===== config.mk =====
export PLATFORM = sky130hd
export DESIGN_NAME = risc_core_p
export DESIGN_NICKNAME = d
export VERILOG_FILES = /design/src/rtl/risc_pkg.sv /design/src/rtl/risc_alu.sv /design/src/rtl/risc_core_p.sv
export SDC_FILE = /design/constraint.sdc
export NUM_CORES = 1
export LEC_CHECK = 0
export ABC_AREA = 1
export CAP_MARGIN = 10
export CORE_MARGIN = 2
export CORE_UTILIZATION = 30
export DETAILED_ROUTE_END_ITERATION = 10
export PLACE_DENSITY = 0.49
export REMOVE_ABC_BUFFERS = 1
export SLEW_MARGIN = 20
export SYNTH_ARGS = -nofsm -noshare
export SYNTH_HDL_FRONTEND = slang
export SYNTH_HIERARCHICAL = 1
export SYNTH_SLANG_ARGS = --single-unit

===== constraint.sdc =====
create_clock -name clk -period 4 [get_ports clk]
set_input_delay 1.2 -clock clk [delete_from_list [all_inputs] [get_ports clk]]
set_output_delay 1.2 -clock clk [all_outputs]
set_load 0.01 [all_outputs]

===== src/rtl/risc_pkg.sv =====
// Shared definitions for the multi-cycle RISC core: opcodes, one-hot state encoding,
// and instruction field positions.
package risc_pkg;

    localparam logic [3:0] OP_ADD  = 4'h0;
    localparam logic [3:0] OP_SUB  = 4'h1;
    localparam logic [3:0] OP_AND  = 4'h2;
    localparam logic [3:0] OP_OR   = 4'h3;
    localparam logic [3:0] OP_XOR  = 4'h4;
    localparam logic [3:0] OP_SHL  = 4'h5;
    localparam logic [3:0] OP_SHR  = 4'h6;
    localparam logic [3:0] OP_ADDI = 4'h7;
    localparam logic [3:0] OP_LI   = 4'h8;
    localparam logic [3:0] OP_MOV  = 4'h9;
    localparam logic [3:0] OP_DISP = 4'hA;
    localparam logic [3:0] OP_BEQZ = 4'hB;
    localparam logic [3:0] OP_JMP  = 4'hC;
    localparam logic [3:0] OP_NOP  = 4'hD;
    localparam logic [3:0] OP_HALT = 4'hE;
    localparam logic [3:0] OP_ILL  = 4'hF;

    localparam int ST_FETCH     = 0;
    localparam int ST_DECODE    = 1;
    localparam int ST_EXECUTE   = 2;
    localparam int ST_WRITEBACK = 3;
    localparam int ST_HALT      = 4;
    localparam int ST_COUNT     = 5;

    typedef enum logic [ST_COUNT-1:0] {
        S_FETCH     = ST_COUNT'(1 << ST_FETCH),
        S_DECODE    = ST_COUNT'(1 << ST_DECODE),
        S_EXECUTE   = ST_COUNT'(1 << ST_EXECUTE),
        S_WRITEBACK = ST_COUNT'(1 << ST_WRITEBACK),
        S_HALT      = ST_COUNT'(1 << ST_HALT)
    } state_t;

    localparam int F_OP_LSB  = 12;
    localparam int F_RA_LSB  = 8;
    localparam int F_RB_LSB  = 4;
    localparam int F_IMM_LSB = 0;

    // Opcodes ADD..MOV are the only ones that write the destination register.
    function automatic logic writes_reg(input logic [3:0] op);
        return op <= OP_MOV;
    endfunction

endpackage


===== src/rtl/risc_alu.sv =====
// Combinational ALU; operand b already carries the sign-extended immediate for ADDI/LI.
module risc_alu
    import risc_pkg::*;
#(
    parameter int DATA_W = 16
) (
    input  logic [DATA_W-1:0] a,
    input  logic [DATA_W-1:0] b,
    input  logic [3:0]        op,
    output logic [DATA_W-1:0] result
);

    always_comb begin
        result = '0;
        case (op)
            OP_ADD, OP_ADDI: result = a + b;
            OP_SUB:          result = a - b;
            OP_AND:          result = a & b;
            OP_OR:           result = a | b;
            OP_XOR:          result = a ^ b;
            OP_SHL:          result = a << b[3:0];
            OP_SHR:          result = a >> b[3:0];
            OP_LI, OP_MOV:   result = b;
            default:         result = '0;
        endcase
    end

endmodule


===== src/rtl/risc_core_p.sv =====
// Parametrised multi-cycle 16-bit-instruction RISC core: FETCH/DECODE/EXECUTE/WRITEBACK/HALT
// sequencing with register file, PC and display register.
module risc_core_p
    import risc_pkg::*;
#(
    parameter int DATA_W    = 16,
    parameter int REG_COUNT = 16,
    parameter int PC_W      = 8,
    parameter int DISP_INV  = 1
) (
    input  logic              clk,
    input  logic              rst_n,
    input  logic              enable,
    input  logic              instr_valid,
    input  logic [15:0]       instruction,
    output logic              instr_req,
    output logic [PC_W-1:0]   pc_out,
    output logic [4:0]        tick_out,
    output logic [DATA_W-1:0] display,
    output logic              illegal
);

    state_t            state_reg, state_next;
    logic [15:0]       ir_reg;
    logic [DATA_W-1:0] a_reg, b_reg, result_reg;
    logic              taken_reg;
    logic [PC_W-1:0]   pc_reg;
    logic [DATA_W-1:0] display_reg;
    logic [DATA_W-1:0] rf_reg [REG_COUNT];

    logic [3:0]        ir_op, ra_idx, rb_idx;
    logic [7:0]        imm8;
    logic [DATA_W-1:0] imm_data, ra_val, rb_val, alu_result;
    logic [PC_W-1:0]   imm_pc;
    logic              wb_write;
    logic [REG_COUNT-1:0] rf_we;

    assign ir_op    = ir_reg[F_OP_LSB +: 4];
    assign ra_idx   = ir_reg[F_RA_LSB +: 4];
    assign rb_idx   = ir_reg[F_RB_LSB +: 4];
    assign imm8     = ir_reg[F_IMM_LSB +: 8];
    assign imm_data = DATA_W'($signed(imm8));
    assign imm_pc   = PC_W'($signed(imm8));

    // Indices beyond REG_COUNT match no entry, so they read 0 and never write.
    always_comb begin
        ra_val = '0;
        rb_val = '0;
        for (int i = 0; i < REG_COUNT; i++) begin
            if (ra_idx == 4'(i)) ra_val = rf_reg[i];
            if (rb_idx == 4'(i)) rb_val = rf_reg[i];
        end
    end

    assign wb_write = enable && (state_reg == S_WRITEBACK) && writes_reg(ir_op);

    for (genvar gi = 0; gi < REG_COUNT; gi++) begin : g_rf_we
        assign rf_we[gi] = wb_write && (ra_idx == 4'(gi));
    end

    risc_alu #(.DATA_W(DATA_W)) u_alu (
        .a      (a_reg),
        .b      (b_reg),
        .op     (ir_op),
        .result (alu_result)
    );

    always_comb begin
        state_next = state_reg;
        if (enable) begin
            case (state_reg)
                S_FETCH:     if (instr_valid) state_next = S_DECODE;
                S_DECODE:    state_next = S_EXECUTE;
                S_EXECUTE:   state_next = S_WRITEBACK;
                S_WRITEBACK: state_next = (ir_op == OP_HALT) ? S_HALT : S_FETCH;
                S_HALT:      state_next = S_HALT;
                default:     state_next = S_FETCH;
            endcase
        end
    end

    always_ff @(posedge clk) begin
        if (!rst_n) begin
            state_reg   <= S_FETCH;
            ir_reg      <= '0;
            a_reg       <= '0;
            b_reg       <= '0;
            result_reg  <= '0;
            taken_reg   <= 1'b0;
            pc_reg      <= '0;
            display_reg <= (DISP_INV != 0) ? '1 : '0;
            for (int i = 0; i < REG_COUNT; i++) rf_reg[i] <= '0;
        end else if (enable) begin
            state_reg <= state_next;
            for (int i = 0; i < REG_COUNT; i++) begin
                if (rf_we[i]) rf_reg[i] <= result_reg;
            end
            case (state_reg)
                S_FETCH: if (instr_valid) ir_reg <= instruction;
                S_DECODE: begin
                    a_reg <= ra_val;
                    b_reg <= (ir_op == OP_ADDI || ir_op == OP_LI) ? imm_data : rb_val;
                end
                S_EXECUTE: begin
                    result_reg <= alu_result;
                    taken_reg  <= (ir_op == OP_JMP) || (ir_op == OP_BEQZ && a_reg == '0);
                end
                S_WRITEBACK: begin
                    if (ir_op == OP_DISP) display_reg <= (DISP_INV != 0) ? ~a_reg : a_reg;
                    pc_reg <= taken_reg ? pc_reg + imm_pc : pc_reg + PC_W'(1);
                end
                default: ;
            endcase
        end
    end

    assign instr_req = (state_reg == S_FETCH);
    assign tick_out  = state_reg;
    assign pc_out    = pc_reg;
    assign display   = display_reg;
    assign illegal   = (state_reg == S_WRITEBACK) && (ir_op == OP_ILL);

endmodule


Word-level counts from Yosys, hierarchy flattened

Memories as Yosys holds them, arrays and structs flattened.
Cells that the tools add are included.

Memories kept: 1
Flip-flop bits (word level): 94
Word-level logic and storage cells: 239
Bits in latches: 0
Bits in read-only memories: 0
Output and inout port bits: 31
Bits in writable memories: 256

Memory list:

| name   | words | width | read ports | clocked after Yosys merged registers in | wr ports | line              | source |
|---|---|---|---|---|---|---|---|
| rf_reg | 16    | 16    | 16         | 0                                       | 16       | risc_core_p.sv:29 | `logic [DATA_W-1:0] rf_reg [REG_COUNT];` |

Shift-type cells: 2
$add $sub $neg: 4
Equality and inequality tests: 50
Bitwise gates (word level): 20
Muxes and demuxes: 119
Multipliers: 0
Div/mod/pow operators: 0
Magnitude comparators: 1
Reduce and logical (&&, ||, !) cells: 34

Operators by type and width:

| cell                | count |
|---|---|
| $mux 16             | 49 |
| $pmux 16 s8         | 1 |
| $eq 4x4->1 const B  | 23 |
| $mux 1              | 65 |
| $eq 4x3->1 const B  | 12 |
| $pmux 5 s5          | 1 |
| $eq 4x2->1 const B  | 6 |
| $logic_and 1x1->1   | 20 |
| $add 16x16->16      | 1 |
| $and 16x16->16      | 1 |
| $logic_not 16->1    | 1 |
| $not 16->16         | 1 |
| $or 1x1->1          | 16 |
| $or 16x16->16       | 1 |
| $shl 16x4->16       | 1 |
| $shr 16x4->16       | 1 |
| $sub 16x16->16      | 1 |
| $xor 16x16->16      | 1 |
| $eq 4x1->1 const B  | 3 |
| $logic_not 4->1     | 3 |
| $mux 5              | 2 |
| $add 8x1->8 const B | 1 |
| $add 8x8->8         | 1 |
| $mux 8              | 1 |
| 11 further kinds    | 17 |

Longest topological paths before layout

Gate-level depths: netlist of the first run.

Word-level depth: 18
Mapped depth: 23

Modules after synthesis

The synthesis of the first run kept the hierarchy.

Modules (own cells, without submodules):

| module      | times used | area an instance (µm²) | sequential area each (µm²) | cells each |
|---|---|---|---|---|
| risc_core_p | 1          | 16,594.7               | 9,569.2                    | 1,957 |
| risc_alu    | 1          | 3,638.5                | 0.0                        | 715 |

Least setup slack after synthesis of the first run

No wires, ideal clock.

Path kind: input port to flip-flop
From: input port enable
To: memory rf_reg[14][4] (netlist: rf_reg[1][100]) (enable)
Buffers on the path: 0
Setup time: 0.411 ns
Cell stages on the path: 4
Arrival time: 2.723 ns
Setup slack: 0.866 ns
Cells stage by stage: inv_1 -> nor2_4 -> nand2_4 -> o21ai_0

RTL lines:

| element            | line              | source |
|---|---|---|
| start: declaration | risc_core_p.sv:13 | `input logic enable,` |
| end: declaration   | risc_core_p.sv:29 |  |

Worst setup path after layout of the first run

From: register state_reg[1] (netlist: tick_out[1])
To: output port illegal

Word-level cells in the longest chain between the ends: 2

RTL lines:

| element                  | line               | source |
|---|---|---|
| start: declaration       | risc_core_p.sv:23  | `state_t state_reg, state_next;` |
| start signal: assignment | risc_core_p.sv:94  | `state_reg <= state_next;` |
| $eq 5x4->1               | risc_core_p.sv:121 | `assign illegal = (state_reg == S_WRITEBACK) && (ir_op == OP_ILL);` |
| $logic_and 1x1->1        | risc_core_p.sv:121 |  |
| end: declaration         | risc_core_p.sv:20  | `output logic illegal` |

Every way passes these cells.

==> impl_results.md, run 1 <==
- Synth Area per Inst: 7.57 um^2
- DR vias/cell: 5.08
- P&R area growth vs syn: 15.0%
- CP max FO: 5
- Sw Share: 28.4%
- TritonRoute pass-1 iters: 6
- Core Rows: 95
- Post-synth ARST share: 0%
- Slew Limit Fails: 0
- Period minus WS final: 3470 ps
- Max rail drop VDD: 0.282 mV
- Fin Setup TNS: 0 ps
- Clock sinks: 350
- Slew @ Worst Pin: 1090 ps
- Initial Utilization: 30.2%
- Via count: 18,500
- Tcrit/Tclk final: 86.6%
- Routed wire length: 75,000 um
- First-pass GRT wire length: 112,000 um
- Worst slack, placed: 597 ps
- Htree depth: 2
- Leakage Power: 9.28 nW
- Critical path class: reg2out
- Yosys warns: 6
- Io pins: 51
- Worst Path Arrival: 2270 ps
- Die Area: 69,500 um^2
- Finished Layout Cells: 3,636
- Total Routing Usage GR: 21.3%
- Fillers: 6,970
- Clk_skew: 21.3 ps
- Post-synth EDFFs: 256
- Library cells used by synthesis: 47
- Synth Instances: 2,672
- Die width: 264 um
- Fin. Hold Viols: 0
- Headroom to the max-slew limit: 27.2%
- Placed cells: 3,561
- Clock Tree Buf Depth: 3
- Setup crit end kind: primary output
- Fmax: 0.289 GHz
- Storage cell area: 9570 um^2
- Starting DRT DRC Count: 1,982
- HPWL after DPL: 55,000 um
- Register area share after synthesis: 47.3%
- Primary FF master, synth: edfxtp_1
- Fin nets: 2,809
- # Max-Cap Violations: 0
- Mapped Area: 20,200 um^2
- Number of flip-flops in the largest register: 256
- Layout cell share with drive strength beyond 1: 8.04%
- PwrDens: 395 nW/um^2
- DIE HEIGHT: 264 um
- DRT antenna net count: 0
- P_sw: 2.61 mW
- Status: finished, final reports clean
- Clk pin slew, worst setup/hold paths: 60 ps
- Setup Fix Bufs, Post-CTS: 0
- Vias in the first global route: 17,400
- Largest net degree at the start of global routing: 43
- Sequential Power Share: 44.5%
- Design Power: 9.18 mW
- Clock buffer count from CTS: 41
- RSZ-0062 raised after global routing: false
- Hold Crit Class: reg2reg
- Worst-skew pair later-pin latency: 570 ps
- Logic pwr share: 14.0%
- Clock power frac: 41.5%
- Hold buffers post-CTS: 0
- Multi-input gate area: 9100 um^2
- Clock root buffer: clkbuf_16
- Port Buffer Count: 50
- Synth Register Bits: 350
- Overflow after GRT: 0
- Core Footprint: 66,900 um^2
- Initial antenna violation count: 1
- Fin worst setup slack: 534 ps
- Crit path launch type: register
- CTS tree: yes
- Finish-stage setup viols: 0
- DR DRC count: 0
- Critical Path RT: 2800 ps
- WL per Instance: 20.6 um
- Cells resized by post-CTS repair: 0
- P_int: 6.57 mW
- Final weighted congestion in routability-driven placement: 0.966
[cell families after synthesis]
group	share of synthesized area, %
buffers and inverters	7.75
AO/OA/AOI/OAI	8.99
adder cells (fa/ha/maj)	3.66
XOR/XNOR	0.909
multiplexers	0.0495
flip-flops	47.3
AND/OR/NAND/NOR	31.3
[metal layers]
metal,up-vias,track usage [%],part of all wire (%)
li1,8867,-,-
met1,8855,30.1,46
met2,674,34.3,45
met3,88,2.96,6.9
met4,0,5.02,2.1
met5,-,0,0
[synthesized netlist by cell type (all sizes together), types with 2 or more instances]
cell	instances	area, um^2
nand2	771	2930
nor2	434	1740
inv	275	1030
edfxtp	256	7690
a21oi	200	1000
nand3	137	691
o21ai	125	626
nand4	98	613
dfxtp	94	1880
clkbuf	67	251
ha	56	701
buf	50	270
or2	19	119
xor2	17	149
nor3	14	80.1
o211ai	11	82.6
nand3b	10	75.1
nor4	6	58.8
o21a	6	45.0
and2	5	31.3
clkinv	4	15.0
xnor2	4	35.0
fa	2	40.0
o21bai	2	15.0
o22ai	2	12.5
o31ai	2	15.0
[metrics by stage]
step / util (%) / cell area [um^2] / hold slack [ps]
2_1_floorplan: - / 19700 / 423
3_3_place_gp: 32.8 / 21900 / 434
3_5_place_dp: 32.8 / 21900 / 438
4_1_cts: 34.8 / 23300 / 448
5_1_grt: 34.8 / 23300 / 462
6_report: 34.8 / 23300 / 446
[final cells by class]
type | instances | area share (%)
Tap cell | 873 | 4.69
Inverter | 279 | 4.50
Antenna cell | 1 | 0.0108
Multi-Input combinational cell | 1926 | 39.1
Timing Repair Buffer | 133 | 4.81
Sequential cell | 350 | 41.1
Clock inverter | 21 | 0.850
Clock buffer | 53 | 4.92
[final timing paths]
| kind | startpoint | endpoint | slack [ps] | cells after the start |
|---|---|---|---|---|
| hold / removal | result_reg[14]$_SDFFE_PN0P_ | result_reg[14]$_SDFFE_PN0P_ | 450 | 2 |
| setup reg to reg | ir_reg[14]$_SDFFE_PN0P_ | result_reg[7]$_SDFFE_PN0P_ | 660 | 14 |
| setup / recovery | tick_out[1]$_SDFFE_PN0P_ | illegal | 530 | 6 |
| hold reg to reg | result_reg[14]$_SDFFE_PN0P_ | result_reg[14]$_SDFFE_PN0P_ | 450 | 2 |
[critical path, stage by stage, from the launching register on]
cell and delay (ps):
dfxtp_1 350, nor2_1 170, inv_2 70, nor4_4 190, inv_2 100, nor3_1 220, clkdlybuf4s50_1 590
[placed cells by master (no fill, tap or decap), types with 10 or more instances in the layout]
cell type,netlist,final
nand2_1,758,758
nor2_1,411,410
inv_1,257,257
edfxtp_1,256,256
a21oi_1,200,200
nand3_1,136,136
o21ai_0,112,107
nand4_1,98,98
dfxtp_1,94,94
buf_4,5,83
ha_1,56,56
clkdlybuf4s50_1,0,49
clkbuf_16,0,43
inv_2,18,18
o21ai_1,13,18
xor2_1,17,17
nor2_2,15,16
or2_2,15,15
nand2_2,12,12
nor3_1,12,12
o211ai_1,11,11
nand3b_1,10,10
[power groups by stage]
stage          combinational (mW)  clock [mW]  sequential (mW)
2_1_floorplan               0.744           0             4.13
3_3_place_gp                 1.27           0             4.16
3_5_place_dp                 1.28           0             4.16
4_1_cts                      1.28        3.88             4.08
5_1_grt                      1.42        4.03             4.09
6_report                     1.29        3.81             4.08
No activity file was read; power rests on OpenSTA's default activity.
==> inputs of run 2 (changes only) <==
CORE_UTILIZATION = 40   (was 30)
PLACE_DENSITY = 0.6   (was 0.49)
==> impl_results.md, run 2 (same netlist as run 1, synthesis figures left out) <==
- Die Area: 52,400 um^2 (-25%)
- Reg2reg setup slack: 640 ps (-20 ps)
- Clk pin slew, worst setup/hold paths: 50 ps (about the same)
- Min Hold Slack: 449 ps (+2.19 ps)
- P_sw: 2.52 mW (-3.6%)
- Slew Limit Fails: 0 (unchanged)
- Fmax: 0.289 GHz (+0.32%)
- Final weighted congestion in routability-driven placement: 0.996 (+3.1%)
- Slew @ Worst Pin: 1160 ps (+74.4 ps)
- Via count: 18,800 (+1.5%)
- Logic pwr share: 14.5% (+0.5 points)
- Clock root buffer: clkbuf_16
- Hold buffers post-CTS: 0 (unchanged)
- Total inserted antenna cells: 0 (-1)
- Sw Share: 28.4% (-0.038 points)
- Crit path launch type: register
- Hold Path Depth: 2 (unchanged)
- Number of flip-flops in the largest register: 256 (unchanged)
- PwrDens: 389 nW/um^2 (-1.5%)
- Hold Crit Class: reg2reg
- Fin nets: 2,796 (-0.46%)
- Setup Fix Bufs, Post-CTS: 0 (unchanged)
- Clock buffer count from CTS: 39 (-4.9%)
- P_int: 6.35 mW (-3.4%)
- DR DRC count: 0 (unchanged)
- Core Rows: 82 (-14%)
- Initial Utilization: 40.4% (+10 points)
- # Max-Cap Violations: 0 (unchanged)
- HP Start: result_reg[4]$_SDFFE_PN0P_
- DRT antenna net count: 0 (unchanged)
- Largest net degree at the start of global routing: 36 (-16%)
- Clk_skew: 25.7 ps (+4.40 ps)
- Sequential Power Share: 46.0% (+1.5 points)
- Commonest non-fill, non-tap cell in the layout: nand2_1
- Setup crit end kind: primary output
- First-pass GRT wire length: 105,000 um (-5.8%)
- Port Buffer Count: 50 (unchanged)
- DR vias/cell: 5.49 (+8.0%)
- Area after DPL: 21,600 um^2 (-1.5%)
- Fin. Hold Viols: 0 (unchanged)
- Cells on worst reg2reg path: 15 (+1)
- Design Power: 8.87 mW (-3.4%)
- Fillers: 5,024 (-28%)
- Storage cell area: 9570 um^2 (unchanged)
- Initial antenna violation count: 0 (-1)
- Starting DRT DRC Count: 2,545 (+28%)
- Critical Path RT: 2800 ps (about the same)
- CTS tree: yes
- Vias in the first global route: 17,300 (-0.46%)
- Htree depth: 2 (unchanged)
- Most frequent cells in the layout: 758 x nand2_1, 409 x nor2_1, 257 x inv_1
- CP max FO: 5 (unchanged)
- P&R area growth vs syn: 12.7%
- Final Cell Area: 22,800 um^2 (-2.0%)
- DIE HEIGHT: 229 um (-13%)
- Core Footprint: 50,100 um^2 (-25%)
- Overflow after GRT: 0 (unchanged)
- TritonRoute pass-1 iters: 6 (unchanged)
- Leakage Power: 9.15 nW (-1.4%)
- Worst Path Arrival: 2250 ps (-20 ps)
- Die width: 229 um (-13%)
- Max rail drop VDD: 0.277 mV (-1.9%)
- Status: finished, final reports clean
- Reg-to-reg startpoint: ir_reg[12]$_SDFFE_PN0P_
- Period minus WS final: 3450 ps (-10.9 ps)
- Finish-stage setup viols: 0 (unchanged)
- Clock Tree Buf Depth: 3 (unchanged)
- RSZ-0062 raised after global routing: false
- Clock power frac: 39.5% (-2.0 points)
- Critical path class: reg2out
- Routed wire length: 69,500 um (-7.3%)
- Tcrit/Tclk final: 86.4% (-0.27 points)
- HPWL after DPL: 50,200 um (-8.7%)
- Headroom to the max-slew limit: 22.2% (-5.0 points)
- Reg2reg end: result_reg[8]$_SDFFE_PN0P_
- Clock sinks: 350 (unchanged)
- Fin Setup TNS: 0 ps (unchanged)
- Min-Delay Endpoint: result_reg[4]$_SDFFE_PN0P_
- Layout cell share with drive strength beyond 1: 7.40% (-0.64 points)
- Total Routing Usage GR: 26.2% (+4.9 points)
- Cells resized by post-CTS repair: 0 (unchanged)
- Io pins: 51 (unchanged)
- WL per Instance: 20.3 um (-1.3%)
- Multi-input gate area: 9100 um^2 (about the same)
- Worst-skew pair later-pin latency: 560 ps (about the same)
==> run 2: changes by cell type in the layout (fill, tap and decap cells not counted), moves of 2 or more <==
cell / change
clkinv_1: +5
clkbuf_16: -4
buf_4: -11
clkinv_2: -3
clkbuf_1: -2
clkbuf_8: -2
==> run 2: power groups by stage <==
stage	logic [mW]	clock network (mW)	registers [mW]
after floorplan	0.744	0	4.13
after CTS	1.26	3.54	4.07
after global routing	1.40	3.67	4.09
after global placement	1.25	0	4.15
after detailed placement	1.25	0	4.15
final	1.29	3.50	4.08
==> run 2: cell type report <==
| type | instances | share of cell area [%] |
|---|---|---|
| clock buffer | 44 | 4.41 |
| clock inverter | 24 | 0.905 |
| inverter | 279 | 4.59 |
| multi-input combinational | 1926 | 39.9 |
| sequential | 350 | 42.0 |
| tap | 672 | 3.69 |
| timing repair buffer | 122 | 4.54 |
==> run 2: metal layers <==
| metal | routed length [um] | track usage, % | vias to the layer above |
|---|---|---|---|
| li1 | - | - | 8839 |
| met1 | 30300 | 37.5 | 8864 |
| met2 | 30800 | 40.8 | 929 |
| met3 | 6480 | 4.27 | 131 |
| met4 | 1960 | 7.71 | 0 |
| met5 | 0 | 0 | - |
==> run 2: how the worst max path moves through the flow <==
stage                             startpoint                     endpoint  slack [ps]
finish              tick_out[1]$_SDFFE_PN0P_                      illegal         550
global placement                      enable  rf_reg[0][24]$_SDFFCE_PN0P_         510
floorplan              b_reg[1]$_SDFFE_PN0P_  result_reg[13]$_SDFFE_PN0P_         730
CTS                 tick_out[1]$_SDFFE_PN0P_                      illegal         540
global route           b_reg[0]$_SDFFE_PN0P_  result_reg[13]$_SDFFE_PN0P_         350
detailed placement                    enable  rf_reg[0][17]$_SDFFCE_PN0P_         500
==> run 2: metrics by stage <==
stage / util, % / instances / setup WS, ps
after floorplan: - / 2555 / 730
after global placement: 43.1 / 3349 / 507
after detailed placement: 43.1 / 3349 / 503
after CTS: 45.5 / 3417 / 543
after global routing: 45.5 / 3417 / 353
final: 45.5 / 3417 / 545
==> run 2: critical path, cell delays in order (launching register included) <==
cell and delay [ps]:
dfxtp_1 370, nor2_1 180, inv_2 70, nor4_4 210, inv_2 110, nor3_1 190, clkdlybuf4s50_1 590
==> inputs of run 3 (changes only) <==
CELL_PAD_IN_SITES_DETAIL_PLACEMENT = 0   (was default)
CELL_PAD_IN_SITES_GLOBAL_PLACEMENT = 1   (was default)
PLACE_DENSITY = 0.74   (was 0.6)
SKIP_CTS_REPAIR_TIMING = 1   (was default)
TNS_END_PERCENT = 20   (was default)
==> impl_results.md, run 3 (same netlist as run 1, synthesis figures left out) <==
- Status: finished, final reports clean
- Clock buffer count from CTS: 37 (-5.1%)
- Storage cell area: 9570 um^2 (unchanged)
- Commonest non-fill, non-tap cell in the layout: nand2_1
- Cells on worst reg2reg path: 13 (-2)
- Final Util: 45.6% (+0.082 points)
- Critical path class: reg2out
- Critical Path RT: 2800 ps (about the same)
- Sequential Power Share: 46.8% (+0.8 points)
- Starting DRT DRC Count: 2,834 (+11%)
- Clock Tree Buf Depth: 3 (unchanged)
- Die width: 229 um (unchanged)
- Worst-skew pair later-pin latency: 550 ps (about the same)
- PwrDens: 382 nW/um^2 (-1.7%)
- Multi-input gate area: 9100 um^2 (about the same)
- CP max FO: 5 (unchanged)
- Routed wire length: 78,100 um (+12%)
- Core Rows: 82 (unchanged)
- TritonRoute pass-1 iters: 5 (-1)
- Initial Utilization: 40.4% (unchanged)
- DRT antenna net count: 0 (unchanged)
- Most frequent cells in the layout: 758 x nand2_1, 410 x nor2_1, 257 x inv_1
- Fin Setup TNS: 0 ps (unchanged)
- Hold Path Depth: 2 (unchanged)
- Layout cell share with drive strength beyond 1: 7.69% (+0.29 points)
- WL met1: 34,600 um (+14%)
- Total Routing Usage GR: 29.5% (+3.3 points)
- DR vias/cell: 5.55 (+1.1%)
- Sw Share: 28.6% (+0.21 points)
- Die Area: 52,400 um^2 (unchanged)
- Fillers: 5,036 (+0.24%)
- HPWL after DPL: 58,800 um (+17%)
- P_sw: 2.50 mW (-0.79%)
- Highest Signal Layer: met4
- Design Power: 8.73 mW (-1.5%)
- Port Buffer Count: 50 (unchanged)
- Via count: 19,000 (+1.5%)
- CP most frequent cell: inv_2
- CP cell instances: nor2_1 -> inv_2 -> nor4_4 -> inv_2 -> nor3_1 -> clkdlybuf4s50_1
- Setup crit end kind: primary output
- Fin nets: 2,809 (+0.46%)
- Final weighted congestion in routability-driven placement: 0.954 (-4.3%)
- Clock sinks: 350 (unchanged)
- Fmax: 0.294 GHz (+1.6%)
- Io pins: 51 (unchanged)
- Overflow after GRT: 0 (unchanged)
- P&R area growth vs syn: 12.9%
- RSZ-0062 raised after global routing: false
- Min Hold Slack: 444 ps (-4.57 ps)
- Leakage Power: 9.17 nW (+0.28%)
- Slew Limit Fails: 0 (unchanged)
- Vias in the first global route: 17,400 (+0.39%)
- Logic pwr share: 15.0% (+0.5 points)
- First-pass GRT wire length: 115,000 um (+9.2%)
- Clk_skew: 21.9 ps (-3.85 ps)
- # Max-Cap Violations: 0 (unchanged)
- Headroom to the max-slew limit: 28.8% (+6.7 points)
- Initial antenna violation count: 1 (+1)
- Largest net degree at the start of global routing: 39 (+8.3%)
- Slew @ Worst Pin: 1060 ps (-99.6 ps)
- Finish-stage setup viols: 0 (unchanged)
- Number of flip-flops in the largest register: 256 (unchanged)
- CTS tree: yes
- Worst Path Arrival: 2200 ps (-50 ps)
- Clock root buffer: clkbuf_16
- P_int: 6.23 mW (-1.8%)
- Clk pin slew, worst setup/hold paths: 70 ps (+20 ps)
- Crit path launch type: register
- WL per Instance: 22.8 um (+12%)
- Htree depth: 2 (unchanged)
- Largest stage delay on the critical path: 570 ps (-20 ps)
- DR DRC count: 0 (unchanged)
- Period minus WS final: 3400 ps (-55.9 ps)
- Core Footprint: 50,100 um^2 (unchanged)
- Max rail drop VDD: 0.307 mV (+11%)
- Clock power frac: 38.1% (-1.4 points)
- DR WL met2: 32,300 um (+4.9%)
- Hold Crit Class: reg2reg
- Tcrit/Tclk final: 85.0% (-1.4 points)
- DR WL met3: 8640 um (+33%)
- Fin. Hold Viols: 0 (unchanged)
- Slowest CP cell: clkdlybuf4s50_1
- DIE HEIGHT: 229 um (unchanged)
run 3: cell types whose count changed in the layout (fill, tap and decap cells not counted), moves of 2 or more:
cell       change
clkinv_2       -4
buf_4         +15
clkbuf_1       +5
inv_6          +2
clkinv_1       -2
clkbuf_16      -2
clkinv_4       -3
run 3: metrics by stage:
stage,instance area (um^2),worst slack [ps],instances
after floorplan,19700,730,2555
after global placement,21700,731,3364
after detailed placement,21700,716,3364
after CTS,22800,604,3430
after global routing,22800,526,3431
final,22800,601,3431
run 3: worst paths after layout:
kind	end	slack [ps]	start
setup / recovery	illegal	600	tick_out[1]$_SDFFE_PN0P_
hold / removal	result_reg[8]$_SDFFE_PN0P_	440	result_reg[8]$_SDFFE_PN0P_
setup reg to reg	b_reg[6]$_SDFFE_PN0P_	870	ir_reg[4]$_SDFFE_PN0P_
hold reg to reg	result_reg[8]$_SDFFE_PN0P_	440	result_reg[8]$_SDFFE_PN0P_
run 3: power by group through the flow:
stage               combinational (mW)  clock (mW)  sequential [mW]
global route                      1.43        3.52             4.10
floorplan                        0.744           0             4.13
CTS                               1.28        3.36             4.08
finish                            1.31        3.33             4.09
global placement                  1.27           0             4.16
detailed placement                1.27           0             4.16
run 3: metal layers:
layer  up-vias  track usage (%)
met3       121             6.08
met1      8961             43.8
met5         -                0
met2      1092             42.8
li1       8867                -
met4         0             8.89
run 3: final cells by class:
type                    count  area share [%]
diodes                      1          0.0110
multi-input cells        1926            39.8
clock inverters            18           0.668
flip-flops and latches    350            41.9
repair buffers            137            5.03
well taps                 672            3.68
clock buffers              48            4.32
inverters                 279            4.58
run 3: worst max-delay path, delay by kind of cell, from the launching register on:
family,cells,cell delay (ps)
buffers and inverters,3,750
and+or+nand+nor,3,550
DFF,1,350
